--- config.mk ---
export PLATFORM = sky130hd
export DESIGN_NAME = openhmc_rf_master
export DESIGN_NICKNAME = d
export VERILOG_FILES = /design/src/rtl/openhmc_rf_master.sv
export SDC_FILE = /design/constraint.sdc
export NUM_CORES = 1
export LEC_CHECK = 0
export CAP_MARGIN = 20
export CORE_ASPECT_RATIO = 1.25
export CORE_MARGIN = 5
export CORE_UTILIZATION = 43
export DETAILED_ROUTE_END_ITERATION = 16
export GPL_ROUTABILITY_DRIVEN = 0
export MAX_ROUTING_LAYER = met4
export PLACE_DENSITY_LB_ADDON = 0.2
export SYNTH_ARGS = -nofsm -noshare
export SYNTH_HDL_FRONTEND = slang
export SYNTH_SLANG_ARGS = --single-unit
--- constraint.sdc ---
create_clock -name clk_hmc -period 3.15 [get_ports clk_hmc]
set_input_delay 0.63 -clock clk_hmc [delete_from_list [all_inputs] [get_ports clk_hmc]]
set_output_delay 0.63 -clock clk_hmc [all_outputs]
set_load 0.01 [all_outputs]
--- src/rtl/openhmc_rf_master.sv ---
// -----------------------------------------------------------------------------
// openhmc_rf_master
// Sequences single accesses onto the openHMC register-file port from a
// valid/ready command channel, and returns read data and status on a
// valid/ready response channel. Only one RF access is outstanding at a time.
// Strobes are one-cycle pulses, and read and write strobes are never high together.
//
// Optional build macro: OPENHMC_RF_MASTER_ADDR_CHECK_EN
//   When defined, illegal accesses are rejected locally on acceptance.
//   Rejected writes: 0x0, 0x1, 0x3-0x7, 0x9-0xC. Rejected reads: 0x8.
//   A rejected request goes straight to the response with rsp_invalid = 1,
//   and no RF strobe is issued.
//
// Ports
//   clk_hmc, res_n_hmc        clock, asynchronous active-low reset
//   req_*                     command channel (valid/ready, write flag, addr, data)
//   rsp_*                     response channel (valid/ready, rdata, invalid, timeout)
//   rf_*                      register-file port (address, strobes, data, complete)
//   stat_timeout_cnt          saturating count of timed-out accesses
//   stat_invalid_cnt          saturating count of invalid-address responses
// -----------------------------------------------------------------------------
module openhmc_rf_master #(
    parameter int unsigned HMC_RF_AWIDTH  = 4,
    parameter int unsigned HMC_RF_WWIDTH  = 64,
    parameter int unsigned HMC_RF_RWIDTH  = 64,
    parameter int unsigned TIMEOUT_CYCLES = 256
) (
    input  logic                     clk_hmc,
    input  logic                     res_n_hmc,
    // command channel
    input  logic                     req_valid,
    output logic                     req_ready,
    input  logic                     req_write,
    input  logic [HMC_RF_AWIDTH-1:0] req_addr,
    input  logic [HMC_RF_WWIDTH-1:0] req_wdata,
    // response channel
    output logic                     rsp_valid,
    input  logic                     rsp_ready,
    output logic [HMC_RF_RWIDTH-1:0] rsp_rdata,
    output logic                     rsp_invalid,
    output logic                     rsp_timeout,
    // register-file port
    output logic [HMC_RF_AWIDTH-1:0] rf_address,
    output logic                     rf_read_en,
    output logic                     rf_write_en,
    output logic [HMC_RF_WWIDTH-1:0] rf_write_data,
    input  logic [HMC_RF_RWIDTH-1:0] rf_read_data,
    input  logic                     rf_invalid_address,
    input  logic                     rf_access_complete,
    // statistics
    output logic [7:0]               stat_timeout_cnt,
    output logic [7:0]               stat_invalid_cnt
);

    localparam int unsigned TCNT_W = 16;
    localparam int unsigned STAT_W = 8;
    localparam logic [TCNT_W-1:0] TCNT_LAST = TCNT_W'(TIMEOUT_CYCLES - 1);

    typedef enum logic [1:0] {
        ST_IDLE  = 2'd0,
        ST_ISSUE = 2'd1,
        ST_WAIT  = 2'd2,
        ST_RESP  = 2'd3
    } state_t;

    state_t              state;
    logic                is_write;
    logic [TCNT_W-1:0]   tcnt;

    // Saturating increment for the statistics counters
    function automatic logic [STAT_W-1:0] sat_inc(input logic [STAT_W-1:0] v);
        return (v == {STAT_W{1'b1}}) ? v : v + STAT_W'(1);
    endfunction

`ifdef OPENHMC_RF_MASTER_ADDR_CHECK_EN
    // Local legality check of the access being accepted
    function automatic logic addr_rejected(input logic wr,
                                           input logic [HMC_RF_AWIDTH-1:0] a);
        if (wr)
            return (a <= HMC_RF_AWIDTH'(12)) && (a != HMC_RF_AWIDTH'(2)) &&
                   (a != HMC_RF_AWIDTH'(8));
        return a == HMC_RF_AWIDTH'(8);
    endfunction
`endif

    // Access sequencer: all outputs are registered
    always_ff @(posedge clk_hmc or negedge res_n_hmc) begin
        if (!res_n_hmc) begin
            state            <= ST_IDLE;
            is_write         <= 1'b0;
            tcnt             <= '0;
            req_ready        <= 1'b1;
            rsp_valid        <= 1'b0;
            rsp_rdata        <= '0;
            rsp_invalid      <= 1'b0;
            rsp_timeout      <= 1'b0;
            rf_address       <= '0;
            rf_read_en       <= 1'b0;
            rf_write_en      <= 1'b0;
            rf_write_data    <= '0;
            stat_timeout_cnt <= '0;
            stat_invalid_cnt <= '0;
        end else begin
            // strobes are single-cycle pulses
            rf_read_en  <= 1'b0;
            rf_write_en <= 1'b0;

            case (state)
                ST_IDLE: begin
                    if (req_valid) begin
                        rf_address    <= req_addr;
                        rf_write_data <= req_wdata;
                        is_write      <= req_write;
                        req_ready     <= 1'b0;
`ifdef OPENHMC_RF_MASTER_ADDR_CHECK_EN
                        if (addr_rejected(req_write, req_addr)) begin
                            rsp_valid        <= 1'b1;
                            rsp_invalid      <= 1'b1;
                            rsp_timeout      <= 1'b0;
                            rsp_rdata        <= '0;
                            stat_invalid_cnt <= sat_inc(stat_invalid_cnt);
                            state            <= ST_RESP;
                        end else begin
                            rf_write_en <= req_write;
                            rf_read_en  <= !req_write;
                            state       <= ST_ISSUE;
                        end
`else
                        rf_write_en <= req_write;
                        rf_read_en  <= !req_write;
                        state       <= ST_ISSUE;
`endif
                    end
                end

                // Strobe cycle; a completion seen here belongs to nothing and is ignored
                ST_ISSUE: begin
                    tcnt  <= '0;
                    state <= ST_WAIT;
                end

                // Completion has priority over timeout in the same cycle
                ST_WAIT: begin
                    if (rf_access_complete) begin
                        rsp_valid   <= 1'b1;
                        rsp_invalid <= rf_invalid_address;
                        rsp_timeout <= 1'b0;
                        rsp_rdata   <= (is_write || rf_invalid_address) ? '0 : rf_read_data;
                        if (rf_invalid_address)
                            stat_invalid_cnt <= sat_inc(stat_invalid_cnt);
                        state <= ST_RESP;
                    end else if (tcnt == TCNT_LAST) begin
                        rsp_valid        <= 1'b1;
                        rsp_invalid      <= 1'b0;
                        rsp_timeout      <= 1'b1;
                        rsp_rdata        <= '0;
                        stat_timeout_cnt <= sat_inc(stat_timeout_cnt);
                        state            <= ST_RESP;
                    end else begin
                        tcnt <= tcnt + TCNT_W'(1);
                    end
                end

                // Payload is held until consumed; late RF completions are ignored
                ST_RESP: begin
                    if (rsp_ready) begin
                        rsp_valid <= 1'b0;
                        req_ready <= 1'b1;
                        state     <= ST_IDLE;
                    end
                end

                default: begin
                    state <= ST_IDLE;
                end
            endcase
        end
    end

endmodule

==> key figures, run 1 <==
Die
  • Initial Utilization: 44.0%
  • IO Pins: 293
  • Die W: 123 µm
  • Core area: 15600 µm²
  • Die H: 151 µm
  • Die area: 18600 µm²
  • FP Rows: 51

Drt
  • Number of DRC markers after the initial detailed-route iteration: 266
  • DR pass1 iterations: 4
  • Post-route ant nets: 0
  • Detailed Route WL: 20300 µm
  • Vias per inst: 5.23
  • Vias post-DR: 5361
  • Mean routed wirelength per cell: 19.7 µm
  • Residual DRC: 0

Status
  • Status: completed

Global routing
  • Maximum number of pins on one net before global-route repair: 76
  • Vias in the first global route: 5858
  • Total Routing Usage GR: 22.2%
  • Global route total overflow: 0
  • First-pass GRT wire length: 31000 µm
  • Initial antenna violation count: 0

CTS
  • TritonCTS buffer count: 17
  • Number of hold buffers added after CTS: 0
  • Sink Count: 173
  • Reg clk slew, reported paths: 0.07 ns
  • Post-CTS Resized: 0
  • Number of H-tree levels: 4
  • Clock latency on the worst-skew pair: 0.42 ns
  • Deepest clock path buffer count: 2
  • CTS root buf: clkbuf_16
  • CTS tree: built
  • Postcts setup bufs: 0

STA
  • Final Cycle Share: 80.0%
  • Post-layout min period: 2.52 ns
  • Slew HR: 42.4%
  • Hold Fails Final Rpt: 0
  • Final slew viol count: 0
  • Slew @ Worst Pin: 0.861 ns
  • Setup ws final: 0.629 ns
  • Setup violations, final: 0
  • Max Clock Skew: 0.00827 ns
  • Hold slack: 0.202 ns
  • Setup TNS: 0 ns
  • Max Freq: 0.397 GHz
  • Unrepaired setup endpoints after global routing: false

Yosys
  • Mapped Cells: 504
  • Most common cell in the synthesized netlist: dfrtp_1
  • Top cells by area, synth: dfrtp_1, mux2_2, a22o_1, a31oi_1, ha_1
  • Synth cell count leaders: dfrtp_1, mux2_2, a22o_1
  • Share of the yosys chip area belonging to registers: 63.0%
  • Post-synth EDFFs: 0
  • Ys async rst share: 100%
  • Distinct cell type count of the synthesized netlist: 46
  • Synthesis-stage register bit count: 173
  • Top cell type's share of synthesized area: 62.6%
  • Ys flop type: dfrtp_1
  • YS warnings: 0
  • Synthesized area per cell: 13.6 µm²
  • Leading area contributor after synthesis: dfrtp_1
  • Post-synthesis net count: 649
  • Synth Cell Area: 6880 µm²

Run
  • Max cap viols: 0

Critical path
  • Critical path type: reg2reg
  • Beginning of the critical path: tcnt[8]
  • Reg2reg start: tcnt[8]
  • Crit-path max FO: 8
  • CP Data Required Time: 3.45 ns
  • Critical path endpoint category: flip-flop
  • Crit start category: flip-flop
  • CP arrival: 2.82 ns

Final layout
  • Post-layout nets: 946
  • Fillers: 1153
  • Area Growth Syn to Fin: 56.0%
  • Layout cell share with drive strength beyond 1: 15.2%
  • Post-layout util: 68.7%
  • Antenna cell count: 0

Power and ir drop
  • Peak supply drop: 0.459 mV
  • Power per cell area: 902 nW/µm²
  • LEAKAGE: 0.00460 µW
  • Total power: 9680 µW

Hold path
  • Hold Crit Class: in2async

Placed design
  • Post-DP HPWL: 15100 µm
  • Place WS: 0.565 ns
  • Buffers on Ports: 292
-- report_power, final --
group          leakage [µW]  switching, µW  total (µW)  internal, µW
sequential          0.00220            506        3570          3070
combinational       0.00211           1610        3960          2350
clock              0.000286            872        2140          1270
total               0.00460           2990        9680          6690
-- state kept, by name (all words and copies together) (netlist names) --
register / cells
rsp_rdata: 64
rf_address: 4
rsp_timeout: 1
rf_read_en: 1
tcnt: 16
rf_write_en: 1
state: 2
rsp_invalid: 1
req_ready: 1
rsp_valid: 1
stat_invalid_cnt: 8
is_write: 1
rf_write_data: 64
stat_timeout_cnt: 8
-- critical path, stage by stage, from the launching register on --
cell,delay [ns]
dfrtp_1,0.45
or4_4,0.58
or4_1,0.67
a221oi_4,0.35
mux2_1,0.35
-- cells by family (layout without fill, tap and decap cells) --
group                    Yosys count  count (layout)  share of synthesized area [%]
AO/OA/AOI/OAI                    114             114                           13.1
flip-flops                       173             173                           63.0
multiplexers                      71              71                           11.6
AND/OR/NAND/NOR                   87              87                           7.22
adder cells (fa/ha/maj)            6               6                           1.09
XOR/XNOR                          14              14                           1.78
buffers and inverters             39             349                           2.26
-- final timing paths --
kind                                     endpoint  slack (ns)  cells after the start
worst min register to register        rsp_invalid        0.48                      1
worst max register to register           state[1]        0.63                      4
worst max-delay path                     state[1]        0.63                      4
worst min-delay path                rsp_rdata[57]        0.20                      1
min in group clk_hmc                  rsp_invalid        0.48                      1
max in group asynchronous       rf_write_data[28]        2.09                      2
-- stage by stage --
step / area [µm²] / instances
2_1_floorplan: 6880 / 504
3_3_place_gp: 10100 / 994
3_5_place_dp: 10100 / 994
4_1_cts: 10700 / 1026
5_1_grt: 10700 / 1026
6_report: 10700 / 1026
-- placed cells by master, fill, tap and decap left out, types with 3 or more instances in the layout --
cell type,synthesis,routed
inv_1,12,12
bufinv_16,0,3
o21ai_0,11,11
a31oi_1,14,14
a21oi_1,6,6
nor4_2,3,3
clkbuf_16,0,17
a22o_1,64,64
mux2_2,69,69
xnor2_1,6,6
clkinvlp_4,0,4
nand2b_1,4,4
nand2_1,18,17
nor3_1,4,3
or4_1,3,3
ha_1,6,6
nand4_1,11,11
buf_12,0,4
nand3_1,12,12
clkdlybuf4s50_1,0,291
and3_1,5,5
nor2_1,12,12
buf_4,0,9
nor4_1,3,3
dfrtp_1,172,172
and4_1,3,3
xor2_1,8,8
-- cell type report --
type	count	area, µm²	area share [%]
Multi-Input combinational cell	292	2410	22.5
Timing Repair Buffer	305	3070	28.6
Sequential cell	173	4330	40.3
Tap cell	212	265	2.47
Clock inverter	13	165	1.54
Inverter	12	45.0	0.420
Clock buffer	19	443	4.13
-- layer usage --
| layer | track usage [%] | wire (µm) | vias up |
|---|---|---|---|
| met3 | 7.51 | 1800 | 29 |
| met1 | 25.3 | 7530 | 2615 |
| met2 | 36.8 | 10500 | 254 |
| li1 | - | - | 2463 |
| met4 | 7.37 | 462 | 0 |
| met5 | - | 0 | - |
Power figures use the tool's default switching activity.
==> inputs of run 2 (changes only) <==
--- a/config.mk
+++ b/config.mk
@@ -8,7 +8,7 @@
 export CAP_MARGIN = 20
 export CORE_ASPECT_RATIO = 1.25
 export CORE_MARGIN = 5
-export CORE_UTILIZATION = 43
+export CORE_UTILIZATION = 38
 export DETAILED_ROUTE_END_ITERATION = 16
 export GPL_ROUTABILITY_DRIVEN = 0
 export MAX_ROUTING_LAYER = met4
==> constraint.sdc (replaced) <==
create_clock -name clk_hmc -period 2.05 [get_ports clk_hmc]
set_input_delay 0.41 -clock clk_hmc [delete_from_list [all_inputs] [get_ports clk_hmc]]
set_output_delay 0.41 -clock clk_hmc [all_outputs]
set_load 0.01 [all_outputs]
==> run 2 against run 1 <==
The flow now finishes with violations (setup timing). Clock-buffer cell count did not move. Largest cell class unchanged. Worst hold slack improved by 0.29 ns. Sequential power rose by 53%. Flip-flop and latch count did not move. Largest power group unchanged. Critical path depth did not move.
==> key figures, run 2 (synthesized netlist as in run 1, its figures left out) <==
Status
  • Status: finished, violations left
  • Failing checks: setup timing

Global routing
  • First-pass GRT wire length: 32100 µm (+3.8%)
  • Maximum number of pins on one net before global-route repair: 65 (-14%)
  • Vias in the first global route: 6054 (+3.3%)
  • Initial antenna violation count: 0 (unchanged)
  • Global route total overflow: 0 (unchanged)
  • Total Routing Usage GR: 20.0% (-2.2 points)

Die
  • Die H: 160 µm (+6.0%)
  • Core area: 18000 µm² (+15%)
  • Die area: 20900 µm² (+12%)
  • FP Rows: 55 (+7.8%)
  • Initial Utilization: 38.3% (-5.7 points)
  • IO Pins: 293 (unchanged)
  • Die W: 130 µm (+5.9%)

CTS
  • Clock latency on the worst-skew pair: 0.42 ns (about the same)
  • CTS root buf: clkbuf_16
  • Sink Count: 173 (unchanged)
  • Deepest clock path buffer count: 2 (unchanged)
  • CTS tree: built
  • Number of H-tree levels: 4 (unchanged)
  • Reg clk slew, reported paths: 0.07 ns (about the same)
  • TritonCTS buffer count: 17 (unchanged)

STA
  • Slew @ Worst Pin: 0.557 ns (-0.304 ns)
  • Max Clock Skew: 0.0111 ns (+0.00284 ns)
  • Final Cycle Share: 106% (+26 points)
  • Hold slack: 0.497 ns (+0.294 ns)
  • Setup violations, final: 59 (+59)
  • Hold Fails Final Rpt: 0 (unchanged)
  • Unrepaired setup endpoints after global routing: true
  • Final slew viol count: 0 (unchanged)
  • Max Freq: 0.460 GHz (+16%)
  • Setup ws final: -0.124 ns (-0.753 ns)
  • Slew HR: 62.9% (+21 points)
  • Post-layout min period: 2.17 ns (-0.347 ns)

Final layout
  • Post-layout nets: 988 (+4.4%)
  • Area Growth Syn to Fin: 63.9%
  • Post-layout util: 62.8% (-5.9 points)
  • Layout Cells excl Fill: 1083 (+5.6%)
  • Top Registers: rf_write_data x64, rsp_rdata x64, tcnt x16
  • Layout cell share with drive strength beyond 1: 20.9% (+5.7 points)
  • Commonest non-fill, non-tap cell in the layout: clkdlybuf4s50_1
  • Antenna cell count: 0 (unchanged)
  • Most frequent cells in the layout: clkdlybuf4s50_1, dfrtp_1, mux2_2

Placed design
  • Post-DP HPWL: 15100 µm (about the same)
  • # placed instances: 1042 (+4.8%)
  • Place WS: -0.125 ns (-0.689 ns)
  • Buffers on Ports: 292 (unchanged)

Drt
  • Number of DRC markers after the initial detailed-route iteration: 230 (-14%)
  • DR pass1 iterations: 4 (unchanged)
  • Residual DRC: 0 (unchanged)
  • Vias post-DR: 5605 (+4.6%)
  • Detailed Route WL: 21300 µm (+5.4%)
  • Vias per inst: 5.18 (-0.95%)
  • Post-route ant nets: 0 (unchanged)
  • Mean routed wirelength per cell: 19.7 µm (-0.16%)

Power and ir drop
  • LEAKAGE: 0.00488 µW (+6.2%)
  • Total power: 15200 µW (+57%)
  • Power per cell area: 1350 nW/µm² (+49%)
  • Peak supply drop: 0.727 mV (+58%)

Critical path
  • Critical path type: reg2reg
  • CP arrival: 2.49 ns (-0.33 ns)
  • Crit-path max FO: 4 (-4)
  • CP Data Required Time: 2.36 ns (-1.09 ns)
  • Crit start category: flip-flop
  • Critical path endpoint category: flip-flop

Run
  • Max cap viols: 0 (unchanged)

Hold path
  • Hold Crit Class: reg2reg
-- run 2: changes by cell type in the layout (fill, tap and decap cells not counted), moves of 4 or more --
| cell | delta |
|---|---|
| buf_4 | +25 |
| buf_6 | +9 |
| a31oi_1 | -6 |
| a31oi_2 | +5 |
| inv_6 | +4 |
-- run 2: area by class of cell --
class,instances,area (µm²)
flip-flops and latches,173,4330
clock inverters,12,101
repair buffers,346,3510
fillers,1388,6690
multi-input cells,293,2560
clock buffers,19,443
inverters,12,45.0
well taps,228,285
-- run 2: report_power, final --
group	leakage [µW]	internal (µW)	switching, µW
clock	0.000264	1610	1390
sequential	0.00220	4710	761
combinational	0.00241	4010	2700
total	0.00488	10300	4860
-- run 2: metal layers --
metal,up-vias,part of all wire [%],global-route usage [%]
li1,2549,-,-
met1,2785,39,23.3
met2,236,51,33.1
met3,35,7.3,5.89
met4,0,2.3,6.55
met5,-,0,-
-- run 2: path summary, 6_finish.rpt --
kind | start | to | slack [ns] | depth (start not counted)
worst max-delay path | tcnt[11] | state[1] | -0.12 | 4
worst min register to register | rsp_invalid | rsp_invalid | 0.50 | 1
worst max register to register | tcnt[11] | state[1] | -0.12 | 4
worst min-delay path | rsp_invalid | rsp_invalid | 0.50 | 1
max in group asynchronous | res_n_hmc | rf_write_data[36] | 0.87 | 3
min in group asynchronous | res_n_hmc | rsp_rdata[22] | 0.51 | 2
-- run 2: worst max-delay path, stage by stage (launching register included) --
cell and delay [ns]:
dfrtp_1 0.38, or4_4 0.55, or4_4 0.54, a221oi_4 0.28, mux2_4 0.32
-- run 2: metrics by stage --
step	area (µm²)	setup TNS, ns
after global placement	10400	-0.936
after floorplan	6900	-4.72
after global routing	11300	-7.13
final	11300	-3.39
after CTS	11100	-0.999
after detailed placement	10400	-3.12
-- run 2: what timing repair did --
item / CTS / global route
resized for setup: 11 / 17
hold endpoints to repair: 51 / 0
pin swaps: 7 / 36
hold buffers: 1 / 0
setup endpoints to repair: 73 / 81
setup buffers: 1 / 1
cloned: 0 / 7
==> inputs of run 3 (changes only) <==
--- a/config.mk
+++ b/config.mk
@@ -11,6 +11,7 @@
 export CORE_UTILIZATION = 38
 export DETAILED_ROUTE_END_ITERATION = 16
 export GPL_ROUTABILITY_DRIVEN = 0
+export HOLD_SLACK_MARGIN = 0.05
 export MAX_ROUTING_LAYER = met4
 export PLACE_DENSITY_LB_ADDON = 0.2
 export SYNTH_ARGS = -nofsm -noshare
==> results of run 3 <==
The final DEF is identical to that of run 2; final timing and power are the same.
